`config.mk`:
```
export PLATFORM = sky130hd
export DESIGN_NAME = pool_sequencer
export DESIGN_NICKNAME = d
export VERILOG_FILES = /design/src/rtl/pool_sequencer_pkg.sv /design/src/rtl/pool_sequencer_addr_gen.sv /design/src/rtl/pool_sequencer.sv
export SDC_FILE = /design/constraint.sdc
export NUM_CORES = 1
export LEC_CHECK = 0
export CAP_MARGIN = 20
export CELL_PAD_IN_SITES_DETAIL_PLACEMENT = 1
export CELL_PAD_IN_SITES_GLOBAL_PLACEMENT = 1
export CORE_MARGIN = 4
export CORE_UTILIZATION = 25
export DETAILED_ROUTE_END_ITERATION = 16
export MAX_ROUTING_LAYER = met4
export PLACE_DENSITY_LB_ADDON = 0.1
export RECOVER_POWER = 100
export SLEW_MARGIN = 20
export SYNTH_ARGS = -nofsm -noshare
export SYNTH_HDL_FRONTEND = slang
export SYNTH_HIERARCHICAL = 1
export SYNTH_SLANG_ARGS = --single-unit
```
`constraint.sdc`:
```
create_clock -name clk -period 5.25 [get_ports clk]
set_input_delay 1.05 -clock clk [delete_from_list [all_inputs] [get_ports clk]]
set_output_delay 1.05 -clock clk [all_outputs]
set_load 0.02 [all_outputs]
```
`src/rtl/pool_sequencer_pkg.sv`:
```
// rtl/pool_sequencer_pkg.sv - shared state encoding and geometry helpers for the pooling sequencer
package pool_sequencer_pkg;

    typedef enum logic [2:0] {
        S_IDLE,
        S_READ,
        S_LAST,
        S_WRITE,
        S_DONE
    } state_t;

    localparam int CNTW = 16;

    // Never returns 0 so a degenerate map still yields a legal port width.
    function automatic int clog2(input int n);
        int r;
        for (r = 0; (1 << r) < n; r++) begin
        end
        return (r < 1) ? 1 : r;
    endfunction

    function automatic int out_dim(input int n, input int k, input int s);
        return (n - k) / s + 1;
    endfunction

endpackage

```
`src/rtl/pool_sequencer_addr_gen.sv`:
```
// rtl/pool_sequencer_addr_gen.sv - nested window/pixel counters and buffer address generation
module pool_sequencer_addr_gen
    import pool_sequencer_pkg::*;
#(
    parameter int W   = 28,
    parameter int H   = 28,
    parameter int C   = 4,
    parameter int KW  = 2,
    parameter int KH  = 2,
    parameter int S   = 2,
    parameter int IAW = 12,
    parameter int OAW = 10
) (
    input  logic           clk,
    input  logic           rst,
    input  logic           step_k,
    input  logic           step_win,
    output logic           k_first,
    output logic           k_last,
    output logic           win_last,
    output logic [IAW-1:0] rd_addr,
    output logic [OAW-1:0] wr_addr
);

    localparam int OW = out_dim(W, KW, S);
    localparam int OH = out_dim(H, KH, S);

    logic [CNTW-1:0] c, oy, ox, ky, kx;
    logic            kx_last, ky_last, ox_last, oy_last, c_last;

    assign kx_last  = (kx == CNTW'(KW - 1));
    assign ky_last  = (ky == CNTW'(KH - 1));
    assign ox_last  = (ox == CNTW'(OW - 1));
    assign oy_last  = (oy == CNTW'(OH - 1));
    assign c_last   = (c  == CNTW'(C - 1));
    assign k_first  = (kx == '0) && (ky == '0);
    assign k_last   = kx_last && ky_last;
    assign win_last = ox_last && oy_last && c_last;

    // All counters wrap to zero at the end of their range, so a finished pass leaves them ready for the next.
    always_ff @(posedge clk) begin
        if (rst) begin
            c  <= '0;
            oy <= '0;
            ox <= '0;
            ky <= '0;
            kx <= '0;
        end else begin
            if (step_k) begin
                if (kx_last) begin
                    kx <= '0;
                    ky <= ky_last ? '0 : ky + CNTW'(1);
                end else begin
                    kx <= kx + CNTW'(1);
                end
            end
            if (step_win) begin
                if (ox_last) begin
                    ox <= '0;
                    if (oy_last) begin
                        oy <= '0;
                        c  <= c_last ? '0 : c + CNTW'(1);
                    end else begin
                        oy <= oy + CNTW'(1);
                    end
                end else begin
                    ox <= ox + CNTW'(1);
                end
            end
        end
    end

    assign rd_addr = IAW'(c) * IAW'(H * W)
                   + (IAW'(oy) * IAW'(S) + IAW'(ky)) * IAW'(W)
                   + IAW'(ox) * IAW'(S) + IAW'(kx);
    assign wr_addr = OAW'(c) * OAW'(OH * OW) + OAW'(oy) * OAW'(OW) + OAW'(ox);

endmodule

```
`src/rtl/pool_sequencer.sv`:
```
// rtl/pool_sequencer.sv - max-pooling sequencer: window walk, running signed max, write handshake
module pool_sequencer
    import pool_sequencer_pkg::*;
#(
    parameter int  BITWIDTH    = 16,
    parameter int  DATAWIDTH   = 28,
    parameter int  DATAHEIGHT  = 28,
    parameter int  DATACHANNEL = 4,
    parameter int  KWIDTH      = 2,
    parameter int  KHEIGHT     = 2,
    parameter int  STRIDE      = 2,
    localparam int OW  = out_dim(DATAWIDTH, KWIDTH, STRIDE),
    localparam int OH  = out_dim(DATAHEIGHT, KHEIGHT, STRIDE),
    localparam int IAW = clog2(DATACHANNEL * DATAHEIGHT * DATAWIDTH),
    localparam int OAW = clog2(DATACHANNEL * OH * OW)
) (
    input  logic                clk,
    input  logic                rst,
    input  logic                start,
    output logic                busy,
    output logic                done,
    output logic                rd_en,
    output logic [IAW-1:0]      rd_addr,
    input  logic [BITWIDTH-1:0] rd_data,
    output logic                wr_en,
    output logic [OAW-1:0]      wr_addr,
    output logic [BITWIDTH-1:0] wr_data,
    input  logic                wr_ready
);

    state_t              state, state_nx;
    logic                step_k, step_win;
    logic                k_first, k_last, win_last;
    logic                rd_valid, rd_first;
    logic [BITWIDTH-1:0] acc;

    pool_sequencer_addr_gen #(
        .W   (DATAWIDTH),
        .H   (DATAHEIGHT),
        .C   (DATACHANNEL),
        .KW  (KWIDTH),
        .KH  (KHEIGHT),
        .S   (STRIDE),
        .IAW (IAW),
        .OAW (OAW)
    ) u_addr_gen (
        .clk      (clk),
        .rst      (rst),
        .step_k   (step_k),
        .step_win (step_win),
        .k_first  (k_first),
        .k_last   (k_last),
        .win_last (win_last),
        .rd_addr  (rd_addr),
        .wr_addr  (wr_addr)
    );

    always_ff @(posedge clk) begin
        if (rst) begin
            state <= S_IDLE;
        end else begin
            state <= state_nx;
        end
    end

    always_comb begin
        state_nx = state;
        rd_en    = 1'b0;
        wr_en    = 1'b0;
        step_k   = 1'b0;
        step_win = 1'b0;
        case (state)
            S_IDLE: begin
                if (start) begin
                    state_nx = S_READ;
                end
            end
            S_READ: begin
                rd_en  = 1'b1;
                step_k = 1'b1;
                if (k_last) begin
                    state_nx = S_LAST;
                end
            end
            S_LAST: begin
                state_nx = S_WRITE;
            end
            S_WRITE: begin
                wr_en = 1'b1;
                if (wr_ready) begin
                    step_win = 1'b1;
                    state_nx = win_last ? S_DONE : S_READ;
                end
            end
            S_DONE: begin
                state_nx = S_IDLE;
            end
            default: begin
                state_nx = S_IDLE;
            end
        endcase
    end

    assign busy    = (state == S_READ) || (state == S_LAST) || (state == S_WRITE);
    assign done    = (state == S_DONE);
    assign wr_data = acc;

    // rd_data trails rd_en by one cycle; rd_first marks the pixel that seeds a new window.
    always_ff @(posedge clk) begin
        if (rst) begin
            rd_valid <= 1'b0;
            rd_first <= 1'b0;
            acc      <= '0;
        end else begin
            rd_valid <= rd_en;
            rd_first <= rd_en && k_first;
            if (rd_valid) begin
                if (rd_first || ($signed(rd_data) > $signed(acc))) begin
                    acc <= rd_data;
                end
            end
        end
    end

endmodule
```
; ---- Word-level counts from Yosys, hierarchy flattened
; Index checks and enable logic that the tools add are counted.
[classes]
reduce_logical = 16
magnitude_cmp = 1
eq_ne = 12
mux = 14
n_addsub = 11
multipliers = 4
[ops]
columns = op, n
row1 = "16-bit by 1-bit adder with 16-bit output, second input constant", 5
row2 = 16-bit two-way mux, 5
row3 = 12-bit adder, 4
row4 = "16-bit by 1-bit equality test with 1-bit output, second input constant", 2
row5 = "16-bit by 4-bit equality test with 1-bit output, second input constant", 2
row6 = 16-bit logical NOT, 2
row7 = 10-bit adder, 2
row8 = "16-bit by 2-bit equality test with 1-bit output, second input constant", 1
row9 = 16-bit > comparator, 1
row10 = "12-bit by 3-bit multiplier with 10-bit output, second input constant", 1
row11 = "12-bit by 6-bit multiplier with 8-bit output, second input constant", 1
row12 = 3-bit two-way mux, 4
row13 = 3-bit one-hot mux with 4 select lines, 1
row14 = "10-bit by 3-bit multiplier with 9-bit output, second input constant", 1
row15 = "10-bit by 6-bit multiplier with 8-bit output, second input constant", 1
row16 = "3-bit by 2-bit equality test with 1-bit output, second input constant", 2
row17 = "2-bit inequality test, second input constant", 3
row18 = 2-bit AND reduction, 3
row19 = 3-bit AND reduction, 2
row20 = 1-bit logical AND, 5
row21 = 1-bit two-way mux, 4
row22 = "3-bit by 1-bit equality test with 1-bit output, second input constant", 1
row23 = "3-bit equality test, second input constant", 1
row24 = 3-bit logical NOT, 1
row25 = 1-bit logical OR, 3
[totals]
out_inout_bits = 42
reg_bits = 101
elab_cells = 67

; ---- Logic depth before layout (Yosys ltp)
; Gate-level depths: netlist of the first run.
[depth]
depth_word = 6
depth_mapped = 20

; ---- Modules after synthesis
; Netlist of the first run, hierarchy kept.
[modules_own_cells]
columns = module, seq_area_each_um2, area_each_um2, cells_each, n_inst
row1 = pool_sequencer_addr_gen, 1601.5, 6399.9, 727, 1
row2 = pool_sequencer, 420.4, 1405.1, 160, 1

; ---- Worst setup path after synthesis of the first run
; Ideal clock, no wire load.
[synth_timing]
path_type = register to output
start = reg u_addr_gen.oy[0]
end = out rd_addr[11]
setup_slack_ps = -670
required_time_ps = 4200
arrival_ps = 4870
path_stages_with_launch = 17
path_cell_list = dfxtp_1 -> ha_1 -> fa_1 -> xor2_1 -> fa_1 -> fa_1 -> a21o_1 -> a21oi_1 -> o21bai_1 -> a21oi_1 -> xnor2_1 -> fa_1 -> ha_1 -> o41ai_1 -> xnor2_1 -> xnor2_1 -> xnor2_1
[synth_between]
elab_chain_len = 5
[synth_rtl]
columns = element, line
row1 = "start, declared", pool_sequencer_addr_gen.sv:28  ; logic [CNTW-1:0] c, oy, ox, ky, kx;
row2 = "start signal, assigned", pool_sequencer_addr_gen.sv:64  ; oy <= oy + CNTW'(1);
row3 = 12-bit adder, pool_sequencer_addr_gen.sv:74  ; + (IAW'(oy) * IAW'(S) + IAW'(ky)) * IAW'(W)
row4 = 12-bit by 3-bit multiplier with 10-bit output, pool_sequencer_addr_gen.sv:74
row5 = 12-bit adder, pool_sequencer_addr_gen.sv:74
row6 = 12-bit adder (2 in a row), pool_sequencer_addr_gen.sv:75  ; + IAW'(ox) * IAW'(S) + IAW'(kx);
row7 = "end, declared", pool_sequencer.sv:23  ; output logic [IAW-1:0] rd_addr,
; No other way between the ends.

; ---- Final worst setup path of the first run
; Ends and elaborated chain as after synthesis.

==> flow_summary.json, run 1 <==
{
  "status": "complete, but fails checks",
  "violations": "max-capacitance violations, max-slew violations, negative setup slack",
  "mappedNetlistArea_um2": 7800,
  "synth_top_family_by_area": "adder cells",
  "gr-total-overflow": 0,
  "cts_sinks": 101,
  "crit_start": "u_addr_gen/oy[0]",
  "detailedPlace.worstSlack_ns": -0.906,
  "critPathTopFamily": "adder cells",
  "rr_startpoint": "wr_data[7]",
  "skew_ns": 0.0121,
  "ioPinCount": 62,
  "synth_cell_types": 53,
  "min_to": "u_addr_gen/kx[14]",
  "fillers": 3600,
  "synth_cells": 887,
  "syn-num-nets": 1033,
  "start_util_pct": 25.4,
  "ys_seq_elements": 101,
  "final_net_count": 1163,
  "synth_fa_ha_area_share_pct": 23.9,
  "setup_violations": 5,
  "cts_root_buffer": "clkbuf_16",
  "slowest_stage": "fa_2",
  "area_growth_pct": 27.7,
  "crit_fanout": 2,
  "rsz0062_at_grt": "yes",
  "arrival_ns": 4.93,
  "totalWireLength_um": 22400,
  "tightest_slew_ns": 1.93,
  "postCtsHoldBufs": 0,
  "grt_pass1_wl_um": 36800,
  "max_freq_mhz": 167,
  "synth_area_per_cell_um2": 8.80,
  "h-tree-depth": 3,
  "place_inst": 1397,
  "critPathLaunchType": "flop",
  "track_usage_pct": 14.0,
  "grt_pass1_vias": 6764,
  "synthTopCellsByArea": "dfxtp_1 26%, ha_1 14%, xnor2_1 9.9%",
  "holdPathStages": 2,
  "crit_path_frequent_cell": "fa_2",
  "rr_worst_depth": 9,
  "powerDensity_nw_per_um2": 167,
  "diodes": 0,
  "critPathBufInv": 1,
  "r2r-end": "wr_data[10]",
  "avgViaCountPerCell": 4.52,
  "finalHoldViolCount": 0,
  "globalplace.congestion": 0.732,
  "period_share_pct": 114,
  "numPortBuffers": 61,
  "worst-r2r-setup-slack_ns": 1.51,
  "slew_headroom_pct": -31.7,
  "antenna_found_initial": 0,
  "drtIter0Drc": 177,
  "p_leak_uw": 0.00441,
  "hold_path_class": "flop to flop",
  "die_h_um": 185,
  "yosys.area.top_type": "dfxtp_1",
  "hold_path.startpoint": "u_addr_gen/kx[14]",
  "clockBufferDepth": 2,
  "endpoint_kind": "primary output",
  "place.detailed.hpwl_um": 17800,
  "die_w_um": 185,
  "drive_gt1_share_pct": 16.6,
  "fin_cells": 1418,
  "worst_slack_ns": -0.733,
  "rows": 64,
  "grt_max_degree": 25,
  "slew_violations": 9,
  "synth_warnings": 6,
  "cap_violations": 1,
  "avgRoutedWirePerCell_um": 15.8,
  "synth_xor_area_share_pct": 12.8,
  "die_area_um2": 34100,
  "remaining_drc_errors": 0,
  "core_area_um2": 30700,
  "cts-buffers-inserted": 9,
  "synth.area.mux_share_pct": 0.256,
  "synth_top_area_share_pct": 25.9,
  "synth_compound_area_share_pct": 10.6,
  "slowest_delay_ns": 0.56,
  "drt-pass1-iter-count": 4,
  "post-route-min-period_ns": 5.98,
  "clk_latency_ns": 0.36,
  "yosys.area_share.simple_pct": 19.5,
  "path_clk_slew_ns": 0.07,
  "tritoncts": "built",
  "critical_path_required_ns": 4.20,
  "critical_path_class": "flop to primary output",
  "ys_seq_area_share_pct": 25.9,
  "ir_worst_vdd_uv": 128,
  "ant_nets": 0,
  "vias": 6410,
  "p_total_uw": 1660,
  "crit_chain": "ha_4, fa_2, fa_1, ha_2, fa_2, a21o_1, a21oi_2, o21bai_1, a21oi_2, xnor2_2, fa_2, ha_4, nor2_2, nor2_2, o41ai_4, xnor2_1, xnor2_1, xnor2_2, buf_4",
  "fin_hold_ws_ns": 0.503
}
==> how the worst max path moves through the flow <==
stage,cells past startpoint,slack (ns),to
finish,19,-0.73,rd_addr[11]
global route,19,-0.92,rd_addr[11]
CTS,19,-0.75,rd_addr[11]
detailed placement,19,-0.91,rd_addr[11]
global placement,19,-0.81,rd_addr[11]
floorplan,18,-0.18,rd_addr[11]
==> final cells by class <==
type                       instances  area, um^2  area share, %
timing repair buffer             145        1220           12.3
sequential                       101        2030           20.3
inverter                         101         379           3.80
clock buffer                      11         243           2.43
clock inverter                     5        67.6          0.678
tap                              396         495           4.97
multi-input combinational        659        5530           55.5
==> routing by layer <==
layer | track usage [%] | share of wire, % | wire length (um) | up-vias
met1 | 19.3 | 50 | 11200 | 3089
li1 | - | - | - | 3255
met5 | - | 0 | 0 | -
met2 | 22.3 | 47 | 10500 | 52
met3 | 1.70 | 2.3 | 509 | 14
met4 | 2.47 | 0.84 | 189 | 0
==> placed cells by master (no fill, tap or decap), drive strengths merged, types with 4 or more instances in the layout <==
master / count
clkbuf: 17
nor2: 100
a21oi: 56
fa: 38
buf: 88
o31ai: 16
nand2b: 4
ha: 88
and3: 14
nor4: 18
o21ai: 19
xnor2: 88
nand3: 25
dlygate4sd3: 33
inv: 103
nor3: 16
a21o: 17
dfxtp: 101
o21bai: 11
nand4: 17
o41ai: 4
or4: 16
or3: 13
a211oi: 4
xor2: 26
and2: 5
nand2: 44
clkdlybuf4s50: 17
==> cell families (layout without fill, tap and decap cells) <==
| kind of cell | after synthesis | count (layout) |
|---|---|---|
| XOR/XNOR | 114 | 114 |
| buffers and inverters | 127 | 262 |
| AND/OR/NAND/NOR | 286 | 286 |
| flip-flops | 101 | 101 |
| AO/OA/AOI/OAI | 131 | 131 |
| adder cells (fa/ha/maj) | 126 | 126 |
| multiplexers | 2 | 2 |
==> state kept, by name (all words and copies together), names as in the netlist <==
register       flops
rd_first           1
rd_valid           1
state              3
u_addr_gen/c      16
u_addr_gen/kx     16
u_addr_gen/ky     16
u_addr_gen/ox     16
u_addr_gen/oy     16
wr_data           16
==> power by group <==
group	internal [uW]	switching, uW	total (uW)
Sequential	775	9.38	784
Clock	391	337	728
Combinational	63.7	87.9	152
Total	1230	434	1660
==> through the flow <==
stage               TNS (ns)  instance area [um^2]  utilization (%)
finish                 -1.70                  9970             32.5
global route           -2.55                  9970             32.5
CTS                    -1.73                  9950             32.4
detailed placement     -2.52                  9430             30.8
global placement       -2.48                  9430             30.8
floorplan             -0.182                  7890                -
==> cell usage after synthesis (all sizes together) <==
cell / n
nor2b: 1
o41ai: 4
nand4b: 1
nand3: 25
or4: 16
ha: 88
a211oi: 4
or2: 3
nor4b: 3
xnor2: 88
and3: 14
nand2: 44
dlygate4sd1: 1
nor3: 16
o21bai: 11
a221o: 1
a21o: 17
mux2i: 2
inv: 101
and4: 3
and2: 5
dfxtp: 101
buf: 16
nand2b: 4
nand4: 17
clkbuf: 8
o31ai: 16
nor4: 18
nor2: 100
or3: 13
fa: 38
nor4bb: 1
nor3b: 2
o22ai: 1
a2111oi: 1
xor2: 26
dlygate4sd3: 1
a21oi: 56
o31a: 1
o21ai: 19
==> worst reg2reg max path, stage by stage (launching register included) <==
cell	delay [ns]
dfxtp_1	0.33
inv_1	0.05
ha_1	0.31
nand4_1	0.22
o22ai_1	0.20
a211oi_1	0.09
a2111oi_0	1.55
clkbuf_2	0.61
o31ai_1	0.14
a21oi_1	0.16
==> repair_timing <==
item                                    4_1_cts  5_1_grt
pin swaps                                    37       21
endpoints found under the setup margin       10        9
gates resized for setup                      77       24
buffers inserted                              5        3
Power figures use the tool's default switching activity.
==> run 2, diff against run 1 <==
==> constraint.sdc (replaced) <==
create_clock -name clk -period 7.5 [get_ports clk]
set_input_delay 1.5 -clock clk [delete_from_list [all_inputs] [get_ports clk]]
set_output_delay 1.5 -clock clk [all_outputs]
set_load 0.01 [all_outputs]
==> run 2 against run 1 <==
Effect of this change: die area stayed put; sequential cell count stayed put; critical path type unchanged; via count is 5.3% lower; critical path depth is 1 lower; setup slack better by 1.1 ns; routed wire length is 5.1% lower; the run ends with max-capacitance violations, max-slew violations left; final cell count is 5.4% lower; clock skew is 0.011 ns higher; combinational power is 38% lower; sequential power is 30% lower; clock power is 24% lower.
==> flow_summary.json, run 2 (synthesis results as in run 1) <==
{
  "cts-buffers-inserted": 9,
  "start_util_pct": 25.4,
  "hold_path_class": "flop to flop",
  "use_met3_pct": 1.95,
  "grt_pass1_wl_um": 34500,
  "path_depth": 18,
  "numPortBuffers": 61,
  "p_leak_uw": 0.00391,
  "drt-pass1-iter-count": 4,
  "crit_chain": "ha_1, fa_1, xor2_1, buf_4, fa_1, fa_1, a21o_1, a21oi_1, xnor2_1, fa_1, ha_1, nand2_1, o21ai_0, o41ai_2, xnor2_1, xnor2_1, xnor2_1, clkdlybuf4s50_1",
  "place_inst": 1325,
  "die_w_um": 185,
  "skew_ns": 0.0235,
  "rsz0062_at_grt": "no",
  "remaining_drc_errors": 0,
  "worst-r2r-setup-slack_ns": 4.10,
  "ioPinCount": 62,
  "slew_headroom_pct": -11.3,
  "crit_fanout": 5,
  "cts_sinks": 101,
  "crit_start": "u_addr_gen/ky[1]",
  "arrival_ns": 5.64,
  "powerDensity_nw_per_um2": 132,
  "seqPwrFrac_pct": 45.8,
  "core_area_um2": 30700,
  "p_int_uw": 886,
  "ir_worst_vdd_uv": 102,
  "track_usage_pct": 13.2,
  "clock_power_share_pct": 46.3,
  "tritoncts": "built",
  "busiest_layer": "met2",
  "cts_root_buffer": "clkbuf_16",
  "setup_violations": 0,
  "p_sw_uw": 314,
  "post-route-min-period_ns": 7.14,
  "layout_common_cells": "101 x inv_1, 100 x nor2_1, 100 x dfxtp_1",
  "switching_share_pct": 26.2,
  "worst_slack_ns": 0.364,
  "worstSetupEndpoint": "rd_addr[11]",
  "drtIter0Drc": 190,
  "finalHoldViolCount": 0,
  "critPathBufInv": 2,
  "dpl-instance-area_um2": 8790,
  "critPathLaunchType": "flop",
  "critPathTopFamily": "adder cells",
  "detailedPlace.worstSlack_ns": 0.655,
  "slew_violations": 30,
  "avgViaCountPerCell": 4.53,
  "h-tree-depth": 3,
  "ant_nets": 0,
  "p_comb_share_pct": 7.8,
  "cap_violations": 1,
  "final_net_count": 1086,
  "place.detailed.hpwl_um": 16800,
  "max_freq_mhz": 140,
  "endpoint_kind": "primary output",
  "slowest_stage": "clkdlybuf4s50_1",
  "slowest_delay_ns": 0.55,
  "vias": 6072,
  "fin_setup_tns_ns": 0,
  "r2r-end": "wr_data[9]",
  "fin_cells": 1341,
  "diodes": 0,
  "die_area_um2": 34100,
  "status": "complete, but fails checks",
  "critical_path_class": "flop to primary output",
  "violations": "max-capacitance violations, max-slew violations",
  "avgRoutedWirePerCell_um": 15.8,
  "globalplace.congestion": 0.733,
  "rows": 64,
  "rr_worst_depth": 9,
  "die_h_um": 185,
  "tightest_slew_ns": 1.67,
  "totalWireLength_um": 21300,
  "final_area_um2": 9080,
  "use_met1_pct": 17.9,
  "post_cts.repair.setup_buffers": 0,
  "critical_path_required_ns": 6.00,
  "drive_gt1_share_pct": 3.81,
  "rr_startpoint": "wr_data[15]",
  "antenna_found_initial": 0,
  "grt_use_met2_pct": 20.9,
  "grt_pass1_vias": 6363,
  "clk_latency_ns": 0.37,
  "period_share_pct": 95.1,
  "path_clk_slew_ns": 0.08,
  "grt_max_degree": 32,
  "final_common_cell": "inv_1",
  "p_total_uw": 1200,
  "clockBufferDepth": 2,
  "area_growth_pct": 16.3,
  "gr-total-overflow": 0
}
## run 2: cell types whose count changed in the layout (fill, tap and decap cells not counted), moves of 5 or more
cell	previous run	this run
a21oi_2	8	0
ha_4	6	0
buf_4	81	5
dlygate4sd3_1	33	42
xnor2_2	12	1
buf_6	5	0
ha_1	81	88
a21oi_1	45	56
xnor2_1	76	87
## run 2: worst min-delay path by stage
stage,start,end,slack (ns),depth (start not counted)
3_5_place_dp,u_addr_gen/c[10],u_addr_gen/c[10],0.50,2
3_3_place_gp,u_addr_gen/ky[14],u_addr_gen/ky[14],0.49,2
5_1_grt,u_addr_gen/kx[13],u_addr_gen/kx[13],0.56,2
2_1_floorplan,u_addr_gen/c[8],u_addr_gen/c[8],0.47,2
4_1_cts,u_addr_gen/c[6],u_addr_gen/c[6],0.52,2
6_report,u_addr_gen/ky[14],u_addr_gen/ky[14],0.51,2
## run 2: area by class of cell
| cell class | count | area [um^2] |
|---|---|---|
| Fill cell | 3578 | 21600 |
| Timing Repair Buffer | 68 | 656 |
| Tap cell | 396 | 495 |
| Clock buffer | 9 | 225 |
| Inverter | 101 | 379 |
| Sequential cell | 101 | 2020 |
| Multi-Input combinational cell | 659 | 5190 |
| Clock inverter | 7 | 111 |
## run 2: timing repair
| item | in CTS | in global routing |
|---|---|---|
| setup endpoints to repair | 0 | 1 |
| hold buffers | 0 | 0 |
| resized for setup | 0 | 3 |
## run 2: metrics by stage
stage,hold slack (ns),util [%]
2_1_floorplan,0.467,-
6_report,0.514,29.6
5_1_grt,0.555,29.6
3_5_place_dp,0.501,28.7
3_3_place_gp,0.494,28.7
4_1_cts,0.517,29.8
## run 2: tightest hold or removal path: cells and delay by family (launching register included)
kind	cells	cell delay, ns
flip-flops	1	0.33
AO/OA/AOI/OAI	2	0.13
## run 2: power by group through the flow
stage          Combinational (uW)  Clock [uW]  Sequential, uW
2_1_floorplan                58.3           0             563
3_3_place_gp                  103           0             564
3_5_place_dp                  103           0             564
4_1_cts                       104         585             551
5_1_grt                       107         602             552
6_report                     93.9         556             550
## run 2: routing by layer
metal | up-vias | wire [um]
met5 | - | 0
met4 | 0 | 194
met3 | 10 | 451
met2 | 42 | 9750
met1 | 2913 | 10900
li1 | 3107 | -
